--- src/rtl/out_pack_pkg.sv ---
// Purpose: shared constants and queue-entry layout for the output requantise/pack block.
// Latency: n/a (types and constants only).
// Backpressure: n/a.
package out_pack_pkg;

  localparam int OUT_MAX   = 255;
  localparam int MAX_SHIFT = 24;

  // Entry geometry; must agree with the OUT_W/PACK parameters of out_requant_pack.
  localparam int ENT_OUT_W = 8;
  localparam int ENT_PACK  = 4;

  typedef struct packed {
    logic [ENT_PACK*ENT_OUT_W-1:0] data;
    logic [ENT_PACK-1:0]           keep;
    logic                          last;
  } q_entry_t;

endpackage

--- src/rtl/out_word_q.sv ---
// Purpose: small synchronous word FIFO holding packed output words; head is shown combinationally.
// Latency: a word pushed at edge E is visible at the head after E (if the queue was empty).
// Backpressure: push is ignored when full unless a pop happens in the same cycle.
// Ports: clk/rst (sync, active-high), push/push_dat, pop, head_dat, full, empty, count.
module out_word_q #(
  parameter int DEPTH = 2,
  parameter int W     = 37
) (
  input  logic                           clk,
  input  logic                           rst,
  input  logic                           push,
  input  logic [W-1:0]                   push_dat,
  input  logic                           pop,
  output logic [W-1:0]                   head_dat,
  output logic                           full,
  output logic                           empty,
  output logic [$clog2(DEPTH+1)-1:0]     count
);

  localparam int PW = (DEPTH > 1) ? $clog2(DEPTH) : 1;
  localparam int CW = $clog2(DEPTH+1);

  logic [W-1:0]  mem [DEPTH];
  logic [PW-1:0] wr_ptr;
  logic [PW-1:0] rd_ptr;
  logic          do_push;
  logic          do_pop;

  function automatic logic [PW-1:0] ptr_inc(input logic [PW-1:0] p);
    return (p == PW'(DEPTH-1)) ? '0 : p + PW'(1);
  endfunction

  assign full     = (count == CW'(DEPTH));
  assign empty    = (count == '0);
  assign head_dat = mem[rd_ptr];
  // A full queue still accepts a push when the head leaves in the same cycle.
  assign do_push  = push & (~full | pop);
  assign do_pop   = pop & ~empty;

  always_ff @(posedge clk) begin
    if (rst) begin
      wr_ptr <= '0;
      rd_ptr <= '0;
      count  <= '0;
    end else begin
      if (do_push) begin
        mem[wr_ptr] <= push_dat;
        wr_ptr      <= ptr_inc(wr_ptr);
      end
      if (do_pop) rd_ptr <= ptr_inc(rd_ptr);
      case ({do_push, do_pop})
        2'b10:   count <= count + CW'(1);
        2'b01:   count <= count - CW'(1);
        default: count <= count;
      endcase
    end
  end

endmodule

--- src/rtl/out_requant_pack.sv ---
// Purpose: requantise post-ReLU results to 8 bits (round-half-up shift, saturate) and pack PACK per word.
// Latency: element accepted at E0 is packed at E1; a completed word shows on out_* the cycle after E1.
// Backpressure: valid/ready on the output; upstream throttled via stall_req, overflow_err if input dropped.
// Ports: clk, rst, stall, in_valid/in_data/row_last, shift, out_valid/out_data/out_keep/out_last/out_ready,
//        stall_req, busy, overflow_err.
module out_requant_pack
  import out_pack_pkg::*;
#(
  parameter int IN_W    = 25,
  parameter int OUT_W   = 8,
  parameter int PACK    = 4,
  parameter int SHIFT_W = 5,
  parameter int Q_DEPTH = 2
) (
  input  logic                    clk,
  input  logic                    rst,
  input  logic                    stall,
  input  logic                    in_valid,
  input  logic [IN_W-1:0]         in_data,
  input  logic                    row_last,
  input  logic [SHIFT_W-1:0]      shift,
  output logic                    out_valid,
  output logic [PACK*OUT_W-1:0]   out_data,
  output logic [PACK-1:0]         out_keep,
  output logic                    out_last,
  input  logic                    out_ready,
  output logic                    stall_req,
  output logic                    busy,
  output logic                    overflow_err
);

  localparam int LW = (PACK > 1) ? $clog2(PACK) : 1;
  localparam int CW = $clog2(Q_DEPTH+1);

  // Stage 1 (quantised element) and stage 2 (pack accumulator) state.
  logic                  s1_vld;
  logic [OUT_W-1:0]      s1_q;
  logic                  s1_last;
  logic [PACK*OUT_W-1:0] acc;
  logic [PACK-1:0]       keep;
  logic [LW-1:0]         lane_cnt;

  // Quantiser datapath.
  logic [IN_W-1:0]       x;
  logic [SHIFT_W-1:0]    sh;
  logic [IN_W:0]         rnd;
  logic [IN_W:0]         r;
  logic [OUT_W-1:0]      q;

  // Pack / queue control.
  logic [PACK*OUT_W-1:0] acc_nxt;
  logic [PACK-1:0]       keep_nxt;
  logic                  complete;
  logic                  hold;
  logic                  advance;
  logic                  push;
  logic                  pop;
  q_entry_t              push_ent;
  q_entry_t              head_ent;
  logic                  q_full;
  logic                  q_empty;
  logic [CW-1:0]         q_count;

  always_comb begin
    // Negative values cannot legally arrive after ReLU; clamp them to zero anyway.
    x   = in_data[IN_W-1] ? '0 : in_data;
    sh  = (shift > SHIFT_W'(MAX_SHIFT)) ? SHIFT_W'(MAX_SHIFT) : shift;
    rnd = '0;
    if (sh != '0) rnd = (IN_W+1)'(1) << (sh - SHIFT_W'(1));
    // One extra bit of headroom so the rounding add never wraps.
    r   = ({1'b0, x} + rnd) >> sh;
    q   = (|r[IN_W:OUT_W]) ? OUT_W'(OUT_MAX) : r[OUT_W-1:0];
  end

  always_comb begin
    acc_nxt                            = acc;
    acc_nxt[lane_cnt*OUT_W +: OUT_W]   = s1_q;
    keep_nxt                           = keep;
    keep_nxt[lane_cnt]                 = 1'b1;
    complete = s1_vld & ((lane_cnt == LW'(PACK-1)) | s1_last);
    pop      = out_valid & out_ready;
    // A completing word with nowhere to go freezes both stages until a slot opens.
    hold     = complete & q_full & ~pop;
    advance  = ~stall & ~hold;
    push     = advance & complete;
    push_ent = '{data: acc_nxt, keep: keep_nxt, last: s1_last};
  end

  always_ff @(posedge clk) begin
    if (rst) begin
      s1_vld       <= 1'b0;
      s1_q         <= '0;
      s1_last      <= 1'b0;
      acc          <= '0;
      keep         <= '0;
      lane_cnt     <= '0;
      overflow_err <= 1'b0;
    end else begin
      if (advance) begin
        s1_vld  <= in_valid;
        s1_q    <= q;
        s1_last <= row_last & in_valid;
        if (s1_vld) begin
          if (complete) begin
            acc      <= '0;
            keep     <= '0;
            lane_cnt <= '0;
          end else begin
            acc      <= acc_nxt;
            keep     <= keep_nxt;
            lane_cnt <= lane_cnt + LW'(1);
          end
        end
      end
      if (in_valid & ~stall & hold) overflow_err <= 1'b1;
    end
  end

  out_word_q #(
    .DEPTH (Q_DEPTH),
    .W     ($bits(q_entry_t))
  ) u_word_q (
    .clk      (clk),
    .rst      (rst),
    .push     (push),
    .push_dat (push_ent),
    .pop      (pop),
    .head_dat (head_ent),
    .full     (q_full),
    .empty    (q_empty),
    .count    (q_count)
  );

  // Stale queue storage is masked so outputs read zero whenever nothing is offered.
  assign out_valid = ~q_empty;
  assign out_data  = q_empty ? '0 : head_ent.data;
  assign out_keep  = q_empty ? '0 : head_ent.keep;
  assign out_last  = q_empty ? 1'b0 : head_ent.last;
  assign stall_req = (q_count == CW'(Q_DEPTH)) | hold;
  assign busy      = s1_vld | (lane_cnt != '0) | (q_count != '0);

endmodule

--- config.mk ---
export PLATFORM = sky130hd
export DESIGN_NAME = out_requant_pack
export DESIGN_NICKNAME = d
export VERILOG_FILES = /design/src/rtl/out_pack_pkg.sv /design/src/rtl/out_word_q.sv /design/src/rtl/out_requant_pack.sv
export SDC_FILE = /design/constraint.sdc
export NUM_CORES = 1
export LEC_CHECK = 0
export ABC_AREA = 0
export CAP_MARGIN = 20
export CORE_MARGIN = 2
export CORE_UTILIZATION = 40
export CTS_CLUSTER_DIAMETER = 120
export DETAILED_ROUTE_END_ITERATION = 7
export GPL_ROUTABILITY_DRIVEN = 0
export HOLD_SLACK_MARGIN = 0.15
export SETUP_SLACK_MARGIN = 0.1
export SYNTH_ARGS = -nofsm -noshare
export SYNTH_HDL_FRONTEND = slang
export SYNTH_SLANG_ARGS = --single-unit
--- constraint.sdc ---
create_clock -name clk -period 7.15 [get_ports clk]
set_input_delay 1.43 -clock clk [delete_from_list [all_inputs] [get_ports clk]]
set_output_delay 1.43 -clock clk [all_outputs]
set_load 0.01 [all_outputs]
======== Word level (Yosys, flattened, before mapping) ========
Memory sizes are Yosys's and may differ from the RTL's. A register that Yosys moved wholly into a read port is not among the register bits.
Index checks and enable logic that the tools add are counted.
operators by class
  $add $sub $neg .......................... 8
  $lt $le $gt $ge ......................... 3
  eq/ne operators ......................... 4
  shift operators ......................... 4
  multiplexer cells ....................... 21
  bitwise gates (word level) .............. 22
  reductions and logical operators ........ 8
operator list
  kind                                                   count
  2-to-1 mux 32 bit                                      2
  negator 5 -> 34 bit                                    1
  variable shift 8 x 34 -> 32 bit, first input constant  1
  indexed part select 8 x 34 -> 32 bit                   1
  bitwise mux 32 bit                                     1
  adder 24 x 26 -> 26 bit                                1
  2-to-1 mux 26 bit                                      1
  << shifter 1 x 5 -> 26 bit, first input constant       1
  right shift 26 x 5 -> 26 bit                           1
  2-to-1 mux 24 bit                                      1
  OR reduction 18 bit                                    1
  bitwise AND 1 bit                                      11
  2-to-1 mux 1 bit                                       9
  2-to-1 mux 4 bit                                       2
  2-to-1 mux 8 bit                                       1
  == test 2 bit, second input constant                   3
  nonzero test 2 bit                                     3
  greater-than comparator 5 bit, second input constant   1
  2-to-1 mux 5 bit                                       1
  inverter 1 bit                                         5
  bitwise OR 1 bit                                       5
  nonzero test 5 bit                                     1
  subtractor 5 x 1 -> 5 bit, second input constant       1
  adder 2 x 1 -> 2 bit, second input constant            2
  other kinds (12)                                       13
word-level totals
  bits in registers ....................... 53
  RAM bits ................................ 74
  bits of input ports ..................... 36
  word-level logic and storage cells ...... 81
  memories ................................ 1
memory list
  memory        words  width  rd ports  clocked after Yosys merged registers in  write ports  line              RTL
  u_word_q.mem  2      37     1         1                                        1            out_word_q.sv:23  logic [W-1:0] mem [DEPTH];

======== Depth between registers and ports, before layout ========
Gate-level depths: netlist of the first run.
  depth after elaboration ................. 12
  gate-level depth with buffers ........... 19

======== Modules after synthesis ========
Synthesis of the first run repeated with hierarchy kept, for this count alone.
second synthesis, totals
  cells, all modules ...................... 1,082
  area, all modules ....................... 9,062.4 um^2
modules (own cells, without submodules)
  module            instances  cells each  area each (um^2)  sequential area each (um^2)
  out_requant_pack  1          941         6,169.7           980.9
  out_word_q        1          141         2,892.8           2,322.2

======== Worst setup path after synthesis of the first run ========
No wires, ideal clock.
  path type ............................... input port to flip-flop
  from .................................... input shift[2]
  to ...................................... register s1_q[3]
  setup time .............................. 138 ps
  arrival ................................. 5,646 ps
  required time ........................... 7,012 ps
  slack ................................... 1,365 ps
  stages on the path ...................... 18
  path buffers ............................ 2
  cells stage by stage .................... clkbuf_1 -> inv_1 -> clkbuf_1 -> or3_1 -> nor2_1 -> ha_1 -> a21o_1 -> a221oi_4 -> o221ai_2 -> o31a_1 -> a31oi_4 -> xnor2_1 -> mux4_2 -> a2bb2oi_1 -> a21o_1 -> o41a_1 -> nor3_4 -> a311oi_1
between the ends
  word-level cells in the longest chain between the ends .. 9
ends and longest elaborated chain
  element                         line                     RTL
  start, declared                 out_requant_pack.sv:21   input logic [SHIFT_W-1:0] shift,
  greater-than comparator 5 bit   out_requant_pack.sv:67   sh = (shift > SHIFT_W'(MAX_SHIFT)) ? SHIFT_W'(MAX_SHIFT) : shift;
  2-to-1 mux 5 bit *              out_requant_pack.sv:67
  subtractor 5 x 1 -> 5 bit       out_requant_pack.sv:69   if (sh != '0) rnd = (IN_W+1)'(1) << (sh - SHIFT_W'(1));
  << shifter 1 x 5 -> 26 bit      out_requant_pack.sv:69
  2-to-1 mux 26 bit               out_requant_pack.sv:69
  adder 24 x 26 -> 26 bit         out_requant_pack.sv:71   r = ({1'b0, x} + rnd) >> sh;
  right shift 26 x 5 -> 26 bit *  out_requant_pack.sv:71
  OR reduction 18 bit             out_requant_pack.sv:72   q = (|r[IN_W:OUT_W]) ? OUT_W'(OUT_MAX) : r[OUT_W-1:0];
  2-to-1 mux 8 bit *              out_requant_pack.sv:72
  end signal, assigned            out_requant_pack.sv:101  s1_q <= q;
  end, declared                   out_requant_pack.sv:37   logic [OUT_W-1:0] s1_q;
Every way passes the cells marked *; elsewhere a longest branch is shown, timed or not.
A chain may end at the register's enable or synchronous reset.

======== Final worst setup path of the first run ========
  from .................................... input shift[0]
  to ...................................... register s1_q[6]
The elaborated chain is that of the path after synthesis.

==> impl_metrics.py, run 1 <==
metrics = {
    "yosys": {
        "synthTopCellsByArea": "edfxtp_1 26%, dfxtp_1 13%, nor2_1 6.7%",
        "seq_area_frac_synth_pct": 38.42,
        "synth_xor_area_share_pct": 2.139,
        "syn_nets": 1097,
        "ys_dominant_reg_cell": "edfxtp_1",
        "synth_area_um2": 8598,
        "async_flop_share_pct": 0,
        "synth_seq_cells": 128,
        "synth-simple-area-share_pct": 22.47,
        "yosys.area.top_type": "edfxtp_1",
        "synth.distinct_cells": 71,
        "synth_compound_area_share_pct": 20.50,
        "yosys_warnings": 0,
        "syn_area_per_cell_um2": 8.372,
        "synth_top_family_by_area": "simple AND/OR/NAND/NOR gates",
        "synthAdderAreaFrac_pct": 5.035,
        "synth-edff-count": 74,
        "syn_inst": 1027,
        "synth.top_cell.area_share_pct": 25.84,
        "muxShareOfSynthArea_pct": 6.505,
    },
    "power_and_ir_drop": {
        "vdd_drop_max_uv": 119.3,
        "p_sw_share_pct": 25.00,
        "combPwrFrac_pct": 14.3,
        "internal-power_uw": 1444,
        "power.clock.fraction_pct": 44.4,
        "pwr-share-seq_pct": 41.3,
        "power_switching_uw": 481.3,
        "p_per_area_nw_per_um2": 188.4,
        "p_leak_uw": 0.003537,
    },
    "routing": {
        "vias": 7678,
        "drc": 0,
        "drt_pass1_iterations": 6,
        "wl_per_cell_um": 16.64,
        "via_per_inst": 5.608,
        "drt-initial-drc-count": 591,
        "antenna_left": 0,
        "wl_um": 22780,
    },
    "clock_network": {
        "cts_setup_buffers": 0,
        "cts-buffers-inserted": 17,
        "clkSinkCount": 128,
        "tritoncts": "done",
        "cts_buffer_depth": 2,
        "clkLatencyLatePin_ps": 420,
        "clk_pin_slew_ps": 50,
        "htree_levels": 4,
        "cts_resized": 0,
        "hold_buffers": 0,
        "cts_root_buffer": "clkbuf_16",
    },
    "flow_run": {
        "cap_violations": 0,
    },
    "outcome": {
        "status": "completed",
    },
    "sta": {
        "max_slew_margin_pct": 31.14,
        "skew_ps": 21.45,
        "hold_viol": 0,
        "slew_violations": 0,
        "rsz0062_at_grt": "false",
        "timing.final.crit_period_ps": 6209,
        "setup_viol": 0,
        "fmax_mhz": 161.1,
        "setup_tns_ps": 0,
        "post-route-period-util_pct": 86.84,
        "worst-slew-pin-transition_ps": 1025,
    },
    "grt": {
        "antenna_found_initial": 0,
        "grt_use_met3_pct": 4.576,
        "busiest_layer": "met2",
        "first_global_vias": 7120,
        "met1_usage_pct": 28.30,
        "grt_use_total_pct": 20.59,
        "grt_use_met2_pct": 32.32,
        "grt_max_degree": 57,
        "grt-ovfl-total": 0,
        "grt_pass1_wl_um": 36870,
    },
    "cells_and_area": {
        "n_antenna_cell": 0,
        "finalNonFillerCells": 1369,
        "layout.nets": 1151,
        "drive_gt1_share_pct": 6.764,
        "areaGrowthSynthToFinish_pct": 18.80,
        "final_core_util_pct": 48.44,
    },
    "die": {
        "coreArea_um2": 21090,
        "ios": 77,
        "initial_utilization_pct": 40.77,
        "die_h_um": 150.6,
        "fp.dieW_um": 150.6,
        "die_area_um2": 22680,
        "fp-row-count": 53,
    },
    "critical_path": {
        "path_max_fanout": 8,
        "required_ps": 7410,
        "criticalPathCategory": "in -> reg",
        "cp.arrival_ps": 6470,
        "end_kind": "register",
        "cp-start-kind": "input pin",
    },
    "placement": {
        "post-dp-hpwl_um": 16930,
        "dp_cells": 1336,
        "portBuffers": 76,
    },
    "min_path": {
        "hp-class": "reg -> reg",
    },
}
## critical path, cell delays in order
cell and delay [ps]:
clkdlybuf4s50_1 590, inv_1 170, or3_1 440, nor2_1 160, ha_1 330, a21o_1 260
a221oi_4 450, o221ai_2 210, or4_1 550, and3_1 210, mux2i_1 380, nand2b_1 170
nand3b_1 90, a21o_1 190, o41a_1 360, nor3_4 330, a311oi_1 150
## per-layer routing
layer / wire [µm] / up-vias
met5: 0 / -
met4: 403 / 0
met3: 1431 / 27
met2: 10450 / 260
met1: 10490 / 3578
li1: - / 3813
## final timing paths
kind	start	endpoint	slack, ps	cells past startpoint
setup / recovery	shift[0]	s1_q[6]$_SDFFE_PP0P_	940	17
hold / removal	keep[1]$_SDFFE_PP0P_	keep[1]$_SDFFE_PP0P_	470	2
setup reg to reg	lane_cnt[0]$_SDFFE_PP0P_	acc[2]$_SDFFE_PP0P_	3400	10
hold reg to reg	keep[1]$_SDFFE_PP0P_	keep[1]$_SDFFE_PP0P_	470	2
## synthesized netlist by cell type, types with 3 or more instances
master and n:
o211a_1 4, inv_1 50, a22oi_1 5, a311oi_1 4, mux2i_1 48, a21o_1 8
a31oi_1 12, a21boi_0 4, o22ai_1 8, o31ai_1 4, a211oi_1 12, and3_1 5
nor3b_1 40, nand3_1 18, a221oi_1 4, o221ai_1 5, or2_2 7, dfxtp_1 54
o21a_1 8, o21ai_0 72, and2_1 4, a2bb2oi_1 3, a221o_1 5, ha_1 33
nor2b_1 27, nor4b_1 3, nor3_1 16, clkbuf_1 52, and4_1 4, nor2_1 154
mux2_2 5, a211o_1 3, buf_1 8, xnor2_1 13, o211ai_1 8, nand2_1 104
xor2_1 8, a21oi_1 87, edfxtp_1 74, nand4_1 4, or3_1 5
## flip-flops by register name, summed over array words and instances, names as in the netlist, named ones only
| name | flops |
|---|---|
| s1_q | 8 |
| acc | 32 |
| u_word_q.rd_ptr | 1 |
| s1_vld | 1 |
| u_word_q.mem | 74 |
| overflow_err | 1 |
| u_word_q.count | 2 |
| u_word_q.wr_ptr | 1 |
| s1_last | 1 |
| keep | 4 |
| lane_cnt | 2 |
## layout by cell type (no fill, tap or decap), types with 15 or more instances in the layout
| master | Yosys | final |
|---|---|---|
| nor2_1 | 154 | 153 |
| nand2_1 | 104 | 103 |
| a21oi_1 | 87 | 87 |
| clkdlybuf4s50_1 | 0 | 75 |
| edfxtp_1 | 74 | 74 |
| o21ai_0 | 72 | 72 |
| dfxtp_1 | 54 | 53 |
| inv_1 | 50 | 50 |
| mux2i_1 | 48 | 48 |
| nor3b_1 | 40 | 39 |
| ha_1 | 33 | 33 |
| nor2b_1 | 27 | 27 |
| buf_4 | 0 | 19 |
| nand3_1 | 18 | 18 |
| clkbuf_16 | 0 | 17 |
| nor3_1 | 16 | 15 |
## final cells by class
class | count | area (µm²)
multi-input cells | 788 | 4886
inverters | 50 | 187.7
clock inverters | 12 | 142.6
fillers | 2012 | 10870
flip-flops and latches | 128 | 3304
repair buffers | 96 | 903.4
clock buffers | 20 | 446.7
well taps | 275 | 344.1
## power groups by stage
| stage | sequential [µW] | combinational [µW] | clock, µW |
|---|---|---|---|
| CTS | 794 | 273 | 871 |
| floorplan | 803 | 187 | 0 |
| global placement | 810 | 272 | 0 |
| global route | 795 | 304 | 902 |
| detailed placement | 809 | 271 | 0 |
| finish | 795 | 276 | 854 |
## per-stage QoR
stage                     instance area, µm²  power, µW  hold WS, ps  worst slack (ps)
after floorplan                         8598      990.6        439.8              1365
after global placement                  9620       1082        461.6             691.7
after detailed placement                9620       1081        475.7             652.1
after CTS                              10210       1938        485.2              1081
after global routing                   10210       2001        505.6             686.0
final                                  10210       1925        474.8             941.0
## cells by family after synthesis
family	Yosys count
flops	128
mux	54
fa+ha+maj	34
xor+xnor	21
simple gates	403
buf+inv	111
compound gates	276
Power figures use the tool's default switching activity.
==> run 2: changes to the inputs <==
Settings changed: CAP_MARGIN 20 to unset, PLACE_DENSITY_LB_ADDON set to 0.2.
==> run 2 against run 1 <==
Against the previous run: count of clock-buffer cells in the layout decreased by 3; sequential power about the same; setup slack improved by 62 ps; routed wire length about the same; final cell count unchanged; critical path type unchanged; critical endpoint is now s1_q[7]$_SDFFE_PP0P_.
==> impl_metrics.py, run 2 (synthesized netlist as in run 1, its figures left out) <==
metrics = {
    "routing": {
        "vias": 7707,
        "drc": 0,
        "wl_per_cell_um": 16.63,
        "wl_um": 22760,
        "antenna_left": 0,
        "drt-initial-drc-count": 611,
        "drt_pass1_iterations": 5,
        "via_per_inst": 5.630,
    },
    "sta": {
        "fmax_mhz": 162.7,
        "timing.final.crit_period_ps": 6146,
        "rsz0062_at_grt": "false",
        "setup_viol": 0,
        "skew_ps": 7.805,
        "slew_violations": 0,
        "post-route-period-util_pct": 85.96,
        "worst-slew-pin-transition_ps": 1040,
        "setup_tns_ps": 0,
        "hold_viol": 0,
        "max_slew_margin_pct": 30.44,
    },
    "grt": {
        "met1_usage_pct": 28.55,
        "grt_max_degree": 75,
        "grt-ovfl-total": 0,
        "antenna_found_initial": 0,
        "grt_use_met2_pct": 32.93,
        "busiest_layer": "met2",
        "grt_pass1_wl_um": 36650,
        "grt_use_met3_pct": 3.848,
        "grt_use_total_pct": 20.41,
        "first_global_vias": 7065,
    },
    "power_and_ir_drop": {
        "internal-power_uw": 1377,
        "p_leak_uw": 0.003526,
        "power_switching_uw": 518.8,
        "p_per_area_nw_per_um2": 185.9,
        "power.clock.fraction_pct": 43.7,
        "vdd_drop_max_uv": 120.8,
        "p_sw_share_pct": 27.36,
        "pwr-share-seq_pct": 41.9,
        "combPwrFrac_pct": 14.5,
    },
    "flow_run": {
        "cap_violations": 0,
    },
    "cells_and_area": {
        "fin_area_um2": 10200,
        "largest_register_ffs": 74,
        "final_common_cell": "nor2_1",
        "most-common-layout-cells": "153 x nor2_1, 103 x nand2_1, 87 x a21oi_1",
        "n_antenna_cell": 0,
        "ff_latch_area_um2": 3304,
        "fillers": 2029,
        "multi_input_area_um2": 4886,
        "drive_gt1_share_pct": 7.130,
        "layout.nets": 1151,
        "regMostFlops": "u_word_q.mem",
        "reg_top3": "u_word_q.mem (74), acc (32), s1_q (8)",
        "areaGrowthSynthToFinish_pct": 18.66,
    },
    "min_path": {
        "min_from": "keep[2]$_SDFFE_PP0P_",
        "hp-class": "reg -> reg",
    },
    "clock_network": {
        "tritoncts": "done",
        "cts_setup_buffers": 0,
        "htree_levels": 4,
        "clkSinkCount": 128,
        "cts_resized": 0,
        "cts_buffer_depth": 2,
        "clk_pin_slew_ps": 60,
        "clkLatencyLatePin_ps": 420,
        "cts_root_buffer": "clkbuf_16",
        "hold_buffers": 0,
        "cts-buffers-inserted": 17,
    },
    "critical_path": {
        "startpoint": "shift[0]",
        "criticalPathCategory": "in -> reg",
        "end_kind": "register",
        "path_max_fanout": 8,
        "cp-start-kind": "input pin",
        "r2r_start": "lane_cnt[0]$_SDFFE_PP0P_",
        "cp.arrival_ps": 6420,
        "required_ps": 7420,
    },
    "die": {
        "initial_utilization_pct": 40.77,
        "fp.dieW_um": 150.6,
        "coreArea_um2": 21090,
        "ios": 77,
        "die_h_um": 150.6,
        "fp-row-count": 53,
        "die_area_um2": 22680,
    },
    "placement": {
        "post-dp-hpwl_um": 16810,
        "portBuffers": 76,
        "post_dp_cell_area_um2": 9628,
    },
    "outcome": {
        "status": "completed",
    },
}
==> run 2: cell types whose count changed in the layout (fill, tap and decap cells not counted), sizes merged <==
cell	change
buf	+1
bufinv	-2
clkbuf	-4
clkinv	-3
clkinvlp	+2
inv	+6
==> run 2: power groups by stage <==
stage / Clock, µW / Sequential, µW / Combinational, µW
floorplan: 0 / 803 / 187
global placement: 0 / 809 / 272
detailed placement: 0 / 809 / 271
CTS: 840 / 793 / 273
global route: 876 / 794 / 302
finish: 828 / 794 / 275
==> run 2: final timing paths <==
check	depth (start not counted)	slack, ps	endpoint
worst max-delay path	17	1000	s1_q[7]$_SDFFE_PP0P_
worst min-delay path	2	480	keep[2]$_SDFFE_PP0P_
worst max register to register	10	3760	acc[15]$_SDFFE_PP0P_
worst min register to register	2	480	keep[2]$_SDFFE_PP0P_
==> run 2: cell type report <==
class	instances	area share (%)
clock buffers	17	4.170
inverters	50	1.840
clock inverters	15	1.459
repair buffers	96	8.879
flip-flops and latches	128	32.39
multi-input cells	788	47.89
well taps	275	3.373
==> run 2: routing by layer <==
layer  wire length (µm)  share of wire (%)
met1              10760                 47
met2              10420                 46
met3               1307                5.7
met4                272                1.2
met5                  0                  0
==> run 2: per-stage QoR <==
stage,hold slack [ps],power [µW],cells,worst slack [ps],utilization (%)
floorplan,439.8,990.6,1027,1365,-
CTS,480.0,1906,1369,1062,48.38
global placement,459.6,1081,1337,716.9,45.66
global route,501.5,1973,1369,715.4,48.38
finish,478.0,1896,1369,1004,48.38
detailed placement,466.6,1080,1337,626.6,45.66
==> run 2: worst max-delay path, stage by stage <==
cell             delay [ps]
clkdlybuf4s50_1         590
inv_1                   160
or3_1                   460
nor2_1                  160
ha_1                    320
a21o_1                  260
a221oi_4                430
o221ai_2                210
or4_1                   550
and3_1                  200
mux2i_1                 350
nand2b_1                160
nand3b_1                 90
a21o_1                  180
o41a_1                  370
nor3_4                  320
a311oi_1                140
